`src/rtl/multicycle_ctrl.sv`:
```
// Multi-cycle MIPS control unit: sequences fetch/decode/execute/memory/write-back
// around one shared ALU and one unified memory port, and counts retired instructions.
module multicycle_ctrl #(
   parameter int CNT_W = 32
) (
   input  logic             clk,
   input  logic             rst,
   input  logic [5:0]       opcode,
   input  logic [5:0]       func,
   input  logic             mem_ready,
   input  logic             zero,
   output logic             PCWrite,
   output logic             PCWriteCond,
   output logic [1:0]       PCSource,
   output logic             IorD,
   output logic             IRWrite,
   output logic             MemRead,
   output logic             MemWrite,
   output logic             RegWrite,
   output logic [1:0]       RegDst,
   output logic [1:0]       DatatoReg,
   output logic             ALUSrcA,
   output logic [1:0]       ALUSrcB,
   output logic [4:0]       ALUCtrl,
   output logic             ExtOp,
   output logic [3:0]       state,
   output logic             illegal,
   output logic [CNT_W-1:0] instr_retired
);

   // Mux-select and ALU encodings shared with the single-cycle decoder.
   localparam logic [1:0] REG_MUX_SEL_RT = 2'd1;
   localparam logic [1:0] REG_MUX_SEL_RD = 2'd2;
   localparam logic [1:0] DR_MUX_SEL_ALU = 2'd1;
   localparam logic [1:0] DR_MUX_SEL_MEM = 2'd2;
   localparam logic       EXT_SIGNED     = 1'b1;
   localparam logic       EXT_ZERO       = 1'b0;

   localparam logic [4:0] ALUOp_ADD  = 5'd1;
   localparam logic [4:0] ALUOp_ADDU = 5'd2;
   localparam logic [4:0] ALUOp_SUB  = 5'd3;
   localparam logic [4:0] ALUOp_SUBU = 5'd4;
   localparam logic [4:0] ALUOp_OR   = 5'd5;
   localparam logic [4:0] ALUOp_SLT  = 5'd6;
   localparam logic [4:0] ALUOp_LUI  = 5'd7;
   localparam logic [4:0] ALUOp_EQL  = 5'd8;

   localparam logic [5:0] OP_RTYPE = 6'b000000;
   localparam logic [5:0] OP_BEQ   = 6'b000100;
   localparam logic [5:0] OP_SLTI  = 6'b001010;
   localparam logic [5:0] OP_ORI   = 6'b001101;
   localparam logic [5:0] OP_LUI   = 6'b001111;
   localparam logic [5:0] OP_LW    = 6'b100011;
   localparam logic [5:0] OP_SW    = 6'b101011;

   localparam logic [5:0] F_ADD  = 6'b100000;
   localparam logic [5:0] F_ADDU = 6'b100001;
   localparam logic [5:0] F_SUB  = 6'b100010;
   localparam logic [5:0] F_SUBU = 6'b100011;

   localparam logic [3:0] S_FETCH    = 4'd0;
   localparam logic [3:0] S_DECODE   = 4'd1;
   localparam logic [3:0] S_EXEC_R   = 4'd2;
   localparam logic [3:0] S_EXEC_I   = 4'd3;
   localparam logic [3:0] S_MEM_ADDR = 4'd4;
   localparam logic [3:0] S_MEM_RD   = 4'd5;
   localparam logic [3:0] S_MEM_WR   = 4'd6;
   localparam logic [3:0] S_WB_ALU   = 4'd7;
   localparam logic [3:0] S_WB_MEM   = 4'd8;
   localparam logic [3:0] S_BRANCH   = 4'd9;

   logic [3:0] state_q, state_d;
   logic       retire;
   logic       r_ok;
   logic [4:0] r_alu;

   assign state = state_q;

   always_comb begin
      r_ok  = 1'b1;
      r_alu = ALUOp_ADD;
      case (func)
         F_ADD:   r_alu = ALUOp_ADD;
         F_ADDU:  r_alu = ALUOp_ADDU;
         F_SUB:   r_alu = ALUOp_SUB;
         F_SUBU:  r_alu = ALUOp_SUBU;
         default: r_ok  = 1'b0;
      endcase
      if (opcode != OP_RTYPE) r_ok = 1'b0;
   end

   // Memory handshake: MemRead/MemWrite is the request and is held steady until
   // a cycle with mem_ready=1, which completes the access in that same cycle.
   always_comb begin
      PCWrite     = 1'b0;
      PCWriteCond = 1'b0;
      PCSource    = 2'b00;
      IorD        = 1'b0;
      IRWrite     = 1'b0;
      MemRead     = 1'b0;
      MemWrite    = 1'b0;
      RegWrite    = 1'b0;
      RegDst      = 2'b00;
      DatatoReg   = 2'b00;
      ALUSrcA     = 1'b0;
      ALUSrcB     = 2'b00;
      ALUCtrl     = 5'd0;
      ExtOp       = 1'b0;
      illegal     = 1'b0;
      retire      = 1'b0;
      state_d     = S_FETCH;
      case (state_q)
         S_FETCH: begin
            MemRead = 1'b1;
            ALUSrcB = 2'b01;
            ALUCtrl = ALUOp_ADD;
            if (mem_ready) begin
               IRWrite = 1'b1;
               PCWrite = 1'b1;
               state_d = S_DECODE;
            end else begin
               state_d = S_FETCH;
            end
         end
         S_DECODE: begin
            ALUSrcB = 2'b11;
            ALUCtrl = ALUOp_ADD;
            ExtOp   = EXT_SIGNED;
            if (r_ok)                                                 state_d = S_EXEC_R;
            else if (opcode == OP_ORI || opcode == OP_LUI || opcode == OP_SLTI) state_d = S_EXEC_I;
            else if (opcode == OP_LW || opcode == OP_SW)              state_d = S_MEM_ADDR;
            else if (opcode == OP_BEQ)                                state_d = S_BRANCH;
            else                                                      illegal = 1'b1;
         end
         S_EXEC_R: begin
            ALUSrcA = 1'b1;
            ALUCtrl = r_alu;
            state_d = S_WB_ALU;
         end
         S_EXEC_I: begin
            ALUSrcA = 1'b1;
            ALUSrcB = 2'b10;
            case (opcode)
               OP_ORI:  begin ALUCtrl = ALUOp_OR;  ExtOp = EXT_ZERO;   end
               OP_LUI:  begin ALUCtrl = ALUOp_LUI; ExtOp = EXT_ZERO;   end
               default: begin ALUCtrl = ALUOp_SLT; ExtOp = EXT_SIGNED; end
            endcase
            state_d = S_WB_ALU;
         end
         S_WB_ALU: begin
            RegWrite  = 1'b1;
            DatatoReg = DR_MUX_SEL_ALU;
            RegDst    = (opcode == OP_RTYPE) ? REG_MUX_SEL_RD : REG_MUX_SEL_RT;
            retire    = 1'b1;
         end
         S_MEM_ADDR: begin
            ALUSrcA = 1'b1;
            ALUSrcB = 2'b10;
            ALUCtrl = ALUOp_ADD;
            ExtOp   = EXT_SIGNED;
            state_d = (opcode == OP_SW) ? S_MEM_WR : S_MEM_RD;
         end
         S_MEM_RD: begin
            MemRead = 1'b1;
            IorD    = 1'b1;
            state_d = mem_ready ? S_WB_MEM : S_MEM_RD;
         end
         S_WB_MEM: begin
            RegWrite  = 1'b1;
            RegDst    = REG_MUX_SEL_RT;
            DatatoReg = DR_MUX_SEL_MEM;
            retire    = 1'b1;
         end
         S_MEM_WR: begin
            MemWrite = 1'b1;
            IorD     = 1'b1;
            state_d  = mem_ready ? S_FETCH : S_MEM_WR;
            retire   = mem_ready;
         end
         S_BRANCH: begin
            ALUSrcA     = 1'b1;
            ALUCtrl     = ALUOp_EQL;
            PCWriteCond = 1'b1;
            PCSource    = 2'b01;
            retire      = 1'b1;
         end
         default: state_d = S_FETCH;
      endcase
   end

   always_ff @(posedge clk or posedge rst) begin
      if (rst) begin
         state_q       <= S_FETCH;
         instr_retired <= '0;
      end else begin
         state_q <= state_d;
         if (retire) instr_retired <= instr_retired + 1'b1;
      end
   end

endmodule
```
`config.mk`:
```
export PLATFORM = sky130hd
export DESIGN_NAME = multicycle_ctrl
export DESIGN_NICKNAME = d
export VERILOG_FILES = /design/src/rtl/multicycle_ctrl.sv
export SDC_FILE = /design/constraint.sdc
export NUM_CORES = 1
export LEC_CHECK = 0
export BUFFER_PORTS_ARGS = -buffer_cell sky130_fd_sc_hd__buf_2
export CORE_ASPECT_RATIO = 0.9
export CORE_UTILIZATION = 50
export CTS_BUF_LIST = sky130_fd_sc_hd__clkbuf_16
export DETAILED_ROUTE_END_ITERATION = 7
export GPL_ROUTABILITY_DRIVEN = 0
export GPL_TIMING_DRIVEN = 0
export MAX_ROUTING_LAYER = met4
export PLACE_DENSITY_LB_ADDON = 0.15
export REMOVE_ABC_BUFFERS = 1
export SLEW_MARGIN = 20
export SYNTH_ARGS = -nofsm -noshare
export SYNTH_HDL_FRONTEND = slang
export SYNTH_SLANG_ARGS = --single-unit
```
`constraint.sdc`:
```
create_clock -name clk -period 5.1 [get_ports clk]
set_input_delay 1.02 -clock clk [delete_from_list [all_inputs] [get_ports clk]]
set_output_delay 1.02 -clock clk [all_outputs]
set_load 0.05 [all_outputs]
```
# After elaboration in Yosys (flattened, before gate mapping)

Index checks and enable logic that the tools add are counted.
W data, S select, Z words.

$add $sub $neg: 1
Equal/unequal tests: 19
Mux-type cells: 35
Reductions and logical operators: 17

Operators by type and width:

| operator                | number |
|---|---|
| $eq A6 B6 Y1 const B    | 6 |
| $add A32 B1 Y32 const B | 1 |
| $pmux W4 S6             | 1 |
| $mux W4                 | 5 |
| $pmux W5 S4             | 1 |
| $eq A6 B4 Y1 const B    | 3 |
| $mux W1                 | 18 |
| $eq A4 B3 Y1 const B    | 4 |
| $reduce_or A2 Y1        | 7 |
| $pmux W2 S2             | 3 |
| $pmux W3 S3             | 1 |
| $eq A4 B2 Y1 const B    | 2 |
| $eq A4 B4 Y1 const B    | 2 |
| $reduce_or A4 Y1        | 2 |
| $eq A6 B3 Y1 const B    | 1 |
| $logic_not A6 Y1        | 1 |
| $pmux W2 S3             | 1 |
| $reduce_bool A6 Y1      | 1 |
| $reduce_or A3 Y1        | 2 |
| $eq A4 B1 Y1 const B    | 1 |
| $logic_not A4 Y1        | 1 |
| $mux W2                 | 2 |
| $pmux W1 S2             | 2 |
| $logic_or A1 B1 Y1      | 3 |
| $mux W3                 | 1 |

Logic and storage cells: 74
Output and inout port bits: 59
Input bits: 16
Bits in registers: 36

# Longest topological paths before layout

Gate-level depths: netlist (run 1).

Depth after elaboration: 6
Gate-level depth with buffers: 6
Gate-level depth less buffers: 5

# Worst setup path after synthesis (run 1)

Ideal clock, no wire load.

Kind: input -> output
From: in func[3]
To: out ALUCtrl[1]
Cell stages on the path: 3
Path buffers: 0
Setup slack: 1.099 ns
Data required time: 4.080 ns
Arrival time: 2.981 ns
Path through: nor4b_1 a21oi_1 a311oi_1

Longest elaborated chain between the ends: 3
Elaborated cells between the ends (all ways): 5
Classes of those cells: eq/ne: 3; mux: 2

Ends and longest elaborated chain:

| what            | line | source |
|---|---|---|
| from (decl)     | 9    | `input logic [5:0] func,` |
| $eq A6 B6 Y1    | 82   | `case (func)` |
| $pmux W3 S3 (*) | 82   |  |
| $pmux W5 S4 (*) | 112  | `case (state_q)` |
| to (decl)       | 24   | `output logic [4:0] ALUCtrl,` |

Every way passes the cells marked *; elsewhere a longest branch is shown, timed or not.

# Worst setup path after layout (run 1)

Same ends and word-level chain as after synthesis.

==> impl_metrics.yaml, run 1 <==
global_route:
  grt_usage_pct: 23.7
  antenna_found_initial: 0
  grt_pass1_vias: 1756
  grt_max_degree: 37
  grt_pass1_wl_um: 8580
  overflow: 0
logic_synthesis:
  yosysTopAreaCell: "dfrtp_1"
  postSynthAreaPerCell_um2: 9.39
  ys_warn_count: 0
  yosysMostFrequentCell: "dfrtp_1"
  yosysTopAreaCellShare_pct: 40.2
  synth_ff_type: "dfrtp_1"
  synth_cell_types: 54
  synthArstFlopShare_pct: 100
  seq_area_frac_synth_pct: 40.2
  ys_top_cells_by_area: "dfrtp_1 40%, xnor2_1 11%, nand4_1 3.9%"
  syn_area_um2: 2240
  synthCells: 239
  ys_ff_latch: 36
  synth_edf_count: 0
  yosys-top-cells-count: "36 x dfrtp_1, 29 x xnor2_1, 14 x nand3_1, 14 x nand4_1, 13 x nand2_1"
cts:
  clockBufferDepth: 2
  cts_made_buffers: 5
  hold_buffers: 0
  path_clk_slew_ns: 0.05
  cts_sinks: 36
  post_cts_resize_count: 0
  clk_latency_ns: 0.27
  clockRootBuffer: "clkbuf_16"
  cts_tree: "built"
  htreeDepth: 2
  cts_setup_buffers: 0
timing:
  finalClockSkew_ns: 0.00649
  whs_ns: 0.465
  layout_min_cycle_time_ns: 3.62
  slew_headroom_pct: 25.4
  rsz0062_at_grt: "no"
  finalHoldViolCount: 0
  finalSetupViolCount: 0
  worstMarginPinSlew_ns: 1.12
  tns_ns: 0
  maxSlewViolCount: 0
  fmax_ghz: 0.276
  period_share_pct: 70.9
worst_setup_path:
  max_stage_delay_ns: 0.73
  required_ns: 4.08
  crit_path_start_kind: "input port"
  path_cells: "buf_2, nor4b_1, a21oi_1, a311oi_1, buf_2"
  cp_slowest_cell: "nor4b_1"
  r2r-start: "state[2]"
  cpMostUsedCell: "buf_2"
  critical-path-top-delay-family: "simple AND/OR/NAND/NOR gates"
  critPathMaxFanout: 5
  cp-end-kind: "output pin"
  startpoint: "func[3]"
  path_class: "in -> out"
  critPathArrivalTime_ns: 2.60
  path_buf_inv: 2
min_path:
  hold_path.class: "reg -> reg"
  hp-start: "instr_retired[31]"
routing:
  wire_per_inst_um: 14.0
  viasPerCell: 5.60
  drt_iter0_drc: 119
  drc: 0
  drtPass1Iterations: 4
  vias: 2028
  wl_um: 5070
  antenna_left: 0
placed_design:
  dp.cells: 354
  place_area_um2: 2590
  portBuffers: 71
  dpl.hpwl_um: 3580
floorplanning:
  ioPinCount: 75
  coreArea_um2: 4180
  rows: 22
  die-height_um: 65.5
  die_area_um2: 4760
  initial_core_util_pct: 53.6
  die_w_um: 72.6
finish:
  drive_above_1_share_pct: 29.5
  final_nets: 318
  syn_to_final_growth_pct: 21.7
  fin_area_um2: 2730
  final_cells: 362
  diodes: 0
run_status:
  status: "finished, final reports clean"
power_and_ir_drop:
  leakagePower_nw: 1.34
  vdd_drop_max_mv: 0.438
  p_total_mw: 1.45
  cellPowerDensity_nw_per_um2: 532
run:
  maxCapViolCount: 0
[where the power goes]
part	switching, mW	internal [mW]
logic	0.562	0.190
clock network	0.104	0.175
registers	0.104	0.318
total	0.770	0.683
[logic make-up (layout without fill, tap and decap cells)]
kind of cell               after synthesis  in the layout  synth area share (%)
muxes                                    1              1                 0.502
DFF                                     36             36                  40.2
and+or+nand+nor                        100            100                  26.9
buffers and inverters                   26             88                  5.91
adders and majority gates                2              2                  1.00
AOI/OAI and AO/OA                       40             40                  12.5
other                                    1              2                 0.167
xor gates and xnor gates                33             33                  12.9
[placed cells by master (no fill, tap or decap), drive strengths merged, types with 5 or more instances in the layout]
master and count:
nand4 15, dfrtp 36, nand3 14, o21ai 6, buf 72, nand2b 7, nor3 9, inv 10
o2111ai 5, and3 8, nor2 11, clkbuf 5, xnor2 29, a21oi 10, nand2 13
[state kept, by name, summed over array words and instances (netlist names)]
signal and flops:
state 4, instr_retired 32
[area by class of cell]
class                           instances  area (um2)
Timing Repair Buffer                   72         363
Sequential cell                        36         901
Clock inverter                          3        11.3
Multi-Input combinational cell        178        1220
Clock buffer                            5         125
Tap cell                               60        75.1
Inverter                                8        30.0
Fill cell                             372        1450
[stage by stage]
step	worst slack, ns	util [%]
3_5_place_dp	1.49	61.8
2_1_floorplan	1.09	-
5_1_grt	1.34	65.3
4_1_cts	1.49	65.1
6_report	1.48	65.3
3_3_place_gp	1.46	61.5
[metal layers]
layer  track usage (%)  part of all wire [%]  wire length [um]  vias to the layer above
li1                  -                     -                 -                      986
met1              35.0                    49              2490                      991
met2              33.6                    47              2370                       44
met3              3.68                   3.2               163                        7
met4              6.62                  0.97                49                        0
met5                 -                     0                 0                        -
[path summary, 6_finish.rpt]
check	endpoint	depth (start not counted)	slack (ns)
setup / recovery	ALUCtrl[1]	5	1.48
setup reg to reg	instr_retired[6]	4	2.65
hold / removal	instr_retired[31]	1	0.47
min in group asynchronous	instr_retired[14]	2	0.87
max in group asynchronous	instr_retired[15]	2	3.76
hold reg to reg	instr_retired[31]	1	0.47
Note: power is estimated with default switching activity, not from simulation.
==> inputs of run 2 (changes only) <==
- ABC_AREA: default -> 1
- CORE_UTILIZATION: 50 -> 48
- clock period: 5.1 -> 3 ns (I/O delays scaled with it)
==> run 2 against run 1 <==
Net effect: register-to-register slack got worse by 1.7 ns; core utilization decreased by 5.0 points; final cell count increased by 59%; count of clock-buffer cells in the layout unchanged; critical endpoint is now ExtOp; non-clock buffer count decreased by 1; highest routed layer unchanged.
==> impl_metrics.yaml, run 2 <==
worst_setup_path:
  cp-end-kind: "output pin"
  timing.rr.end: "instr_retired[8]"
  critPathMaxFanout: 4
  startpoint: "state[2]"
  path_class: "reg -> out"
  critPathArrivalTime_ns: 1.92
  r2r_slack_ns: 0.93
  reg2reg_depth: 6
  crit_path_start_kind: "flop"
  r2r-start: "state[0]"
  required_ns: 2.40
logic_synthesis:
  ys_warn_count: 0
  yosysTopAreaCellShare_pct: 33.6
  yosysMostFrequentCell: "nand2_1"
  yosys-top-cells-count: "181 x nand2_1, 67 x nor2_1, 52 x inv_1, 36 x dfrtp_1, 22 x nand3_1"
  ys_ff_latch: 36
  seq_area_frac_synth_pct: 33.6
  ys_top_cells_by_area: "dfrtp_1 34%, nand2_1 25%, nor2_1 9.4%"
  postSynthAreaPerCell_um2: 6.11
  synthArstFlopShare_pct: 100
  syn_area_um2: 2680
  yosysTopAreaCell: "dfrtp_1"
  synth_cell_types: 25
  synth_edf_count: 0
  synthCells: 439
  synth_ff_type: "dfrtp_1"
cts:
  post_cts_resize_count: 0
  clockRootBuffer: "clkbuf_16"
  cts_sinks: 36
  cts_made_buffers: 5
  hold_buffers: 0
  clk_latency_ns: 0.28
  clockBufferDepth: 2
  cts_setup_buffers: 0
  htreeDepth: 2
  path_clk_slew_ns: 0.05
  cts_tree: "built"
finish:
  final_core_utilization_pct: 60.3
  mostFrequentLayoutCell: "nand2_1"
  final-seq-area_um2: 901
  fin_area_um2: 3210
  final_cells: 575
  multi_input_area_um2: 1500
  final_cell_mix: "181 x nand2_1, 71 x buf_2, 67 x nor2_1"
  drive_above_1_share_pct: 18.5
  diodes: 0
  largest_reg_flops: 32
  largest-register: "instr_retired"
  fillers: 555
  final_nets: 524
  syn_to_final_growth_pct: 19.5
routing:
  drtPass1Iterations: 4
  wl_um: 6790
  vias: 2911
  wire_per_inst_um: 11.8
  drc: 0
  antenna_left: 0
  drt_iter0_drc: 184
  viasPerCell: 5.06
run_status:
  status: "finished, final reports clean"
power_and_ir_drop:
  combPwrFrac_pct: 47.6
  leakagePower_nw: 1.72
  p_sw_mw: 1.15
  p_int_mw: 1.15
  cellPowerDensity_nw_per_um2: 717
  seq_power_share_pct: 26.7
  vdd_drop_max_mv: 0.736
  clockPowerShare_pct: 25.7
  swShare_pct: 50.0
floorplanning:
  initial_core_util_pct: 50.4
  ioPinCount: 75
  rows: 25
  die-height_um: 72.9
  die_w_um: 80.8
  coreArea_um2: 5320
  die_area_um2: 5890
timing:
  tns_ns: 0
  worstMarginPinSlew_ns: 0.868
  finalClockSkew_ns: 0.00650
  slew_headroom_pct: 42.0
  period_share_pct: 84.0
  whs_ns: 0.456
  layout_min_cycle_time_ns: 2.52
  finalHoldViolCount: 0
  rsz0062_at_grt: "no"
  fmax_ghz: 0.397
  maxSlewViolCount: 0
  finalSetupViolCount: 0
global_route:
  antenna_found_initial: 0
  grt_pass1_wl_um: 10600
  gr-usage-met1_pct: 33.7
  grtUsageMet3_pct: 3.75
  use_met2_pct: 36.7
  grt_usage_pct: 24.3
  overflow: 0
  busiest_layer: "met2"
  grt_pass1_vias: 2343
  grt_max_degree: 45
run:
  maxCapViolCount: 0
placed_design:
  place_area_um2: 3040
  dpl.hpwl_um: 5180
  dp.cells: 567
  portBuffers: 71
min_path:
  hold_path.class: "in -> async"
[run 2: cell families (layout without fill, tap and decap cells)]
| family | count (synthesis) | after routing | synth area share, % |
|---|---|---|---|
| xor+xnor | 8 | 8 | 2.61 |
| flops | 36 | 36 | 33.6 |
| other cells | 1 | 2 | 0.140 |
| buf+inv | 64 | 132 | 10.5 |
| compound gates | 19 | 19 | 3.68 |
| simple gates | 310 | 310 | 49.0 |
| fa+ha+maj | 1 | 1 | 0.466 |
[run 2: how the worst max path moves through the flow]
| stage | endpoint | slack, ns | cells after the start |
|---|---|---|---|
| 2_1_floorplan | RegDst[1] | -0.07 | 4 |
| 3_3_place_gp | ALUCtrl[1] | 0.73 | 7 |
| 3_5_place_dp | ALUCtrl[1] | 0.71 | 7 |
| 4_1_cts | ExtOp | 0.49 | 6 |
| 5_1_grt | ExtOp | 0.29 | 6 |
| 6_report | ExtOp | 0.48 | 6 |
[run 2: metrics by stage]
step	power (mW)	setup slack, ns
4_1_cts	2.31	0.488
5_1_grt	2.41	0.292
3_3_place_gp	1.70	0.732
2_1_floorplan	1.48	-0.0690
3_5_place_dp	1.72	0.714
6_report	2.30	0.480
[run 2: critical path: stages, from the launching register on]
cell and delay [ns]:
dfrtp_1 0.42, nor2_1 0.20, inv_1 0.13, nor3_1 0.32
inv_1 0.14, o21ai_0 0.15, buf_2 0.28
[run 2: cell type report]
class / instances / area share, %
Inverter: 53 / 6.21
Sequential cell: 36 / 28.1
Clock buffer: 5 / 3.90
Timing Repair Buffer: 71 / 11.1
Tap cell: 67 / 2.62
Multi-Input combinational cell: 340 / 46.9
Clock inverter: 3 / 1.21
[run 2: routing by layer]
layer	wire length (um)	part of all wire, %
met5	0	0
met4	46	0.68
met3	377	5.6
met2	3110	46
met1	3250	48
[run 2: power by group through the flow]
| stage | combinational [mW] | clock, mW | sequential (mW) |
|---|---|---|---|
| floorplan | 0.704 | 0 | 0.772 |
| global placement | 1.09 | 0 | 0.618 |
| detailed placement | 1.10 | 0 | 0.622 |
| CTS | 1.10 | 0.595 | 0.614 |
| global route | 1.17 | 0.618 | 0.623 |
| finish | 1.09 | 0.590 | 0.614 |
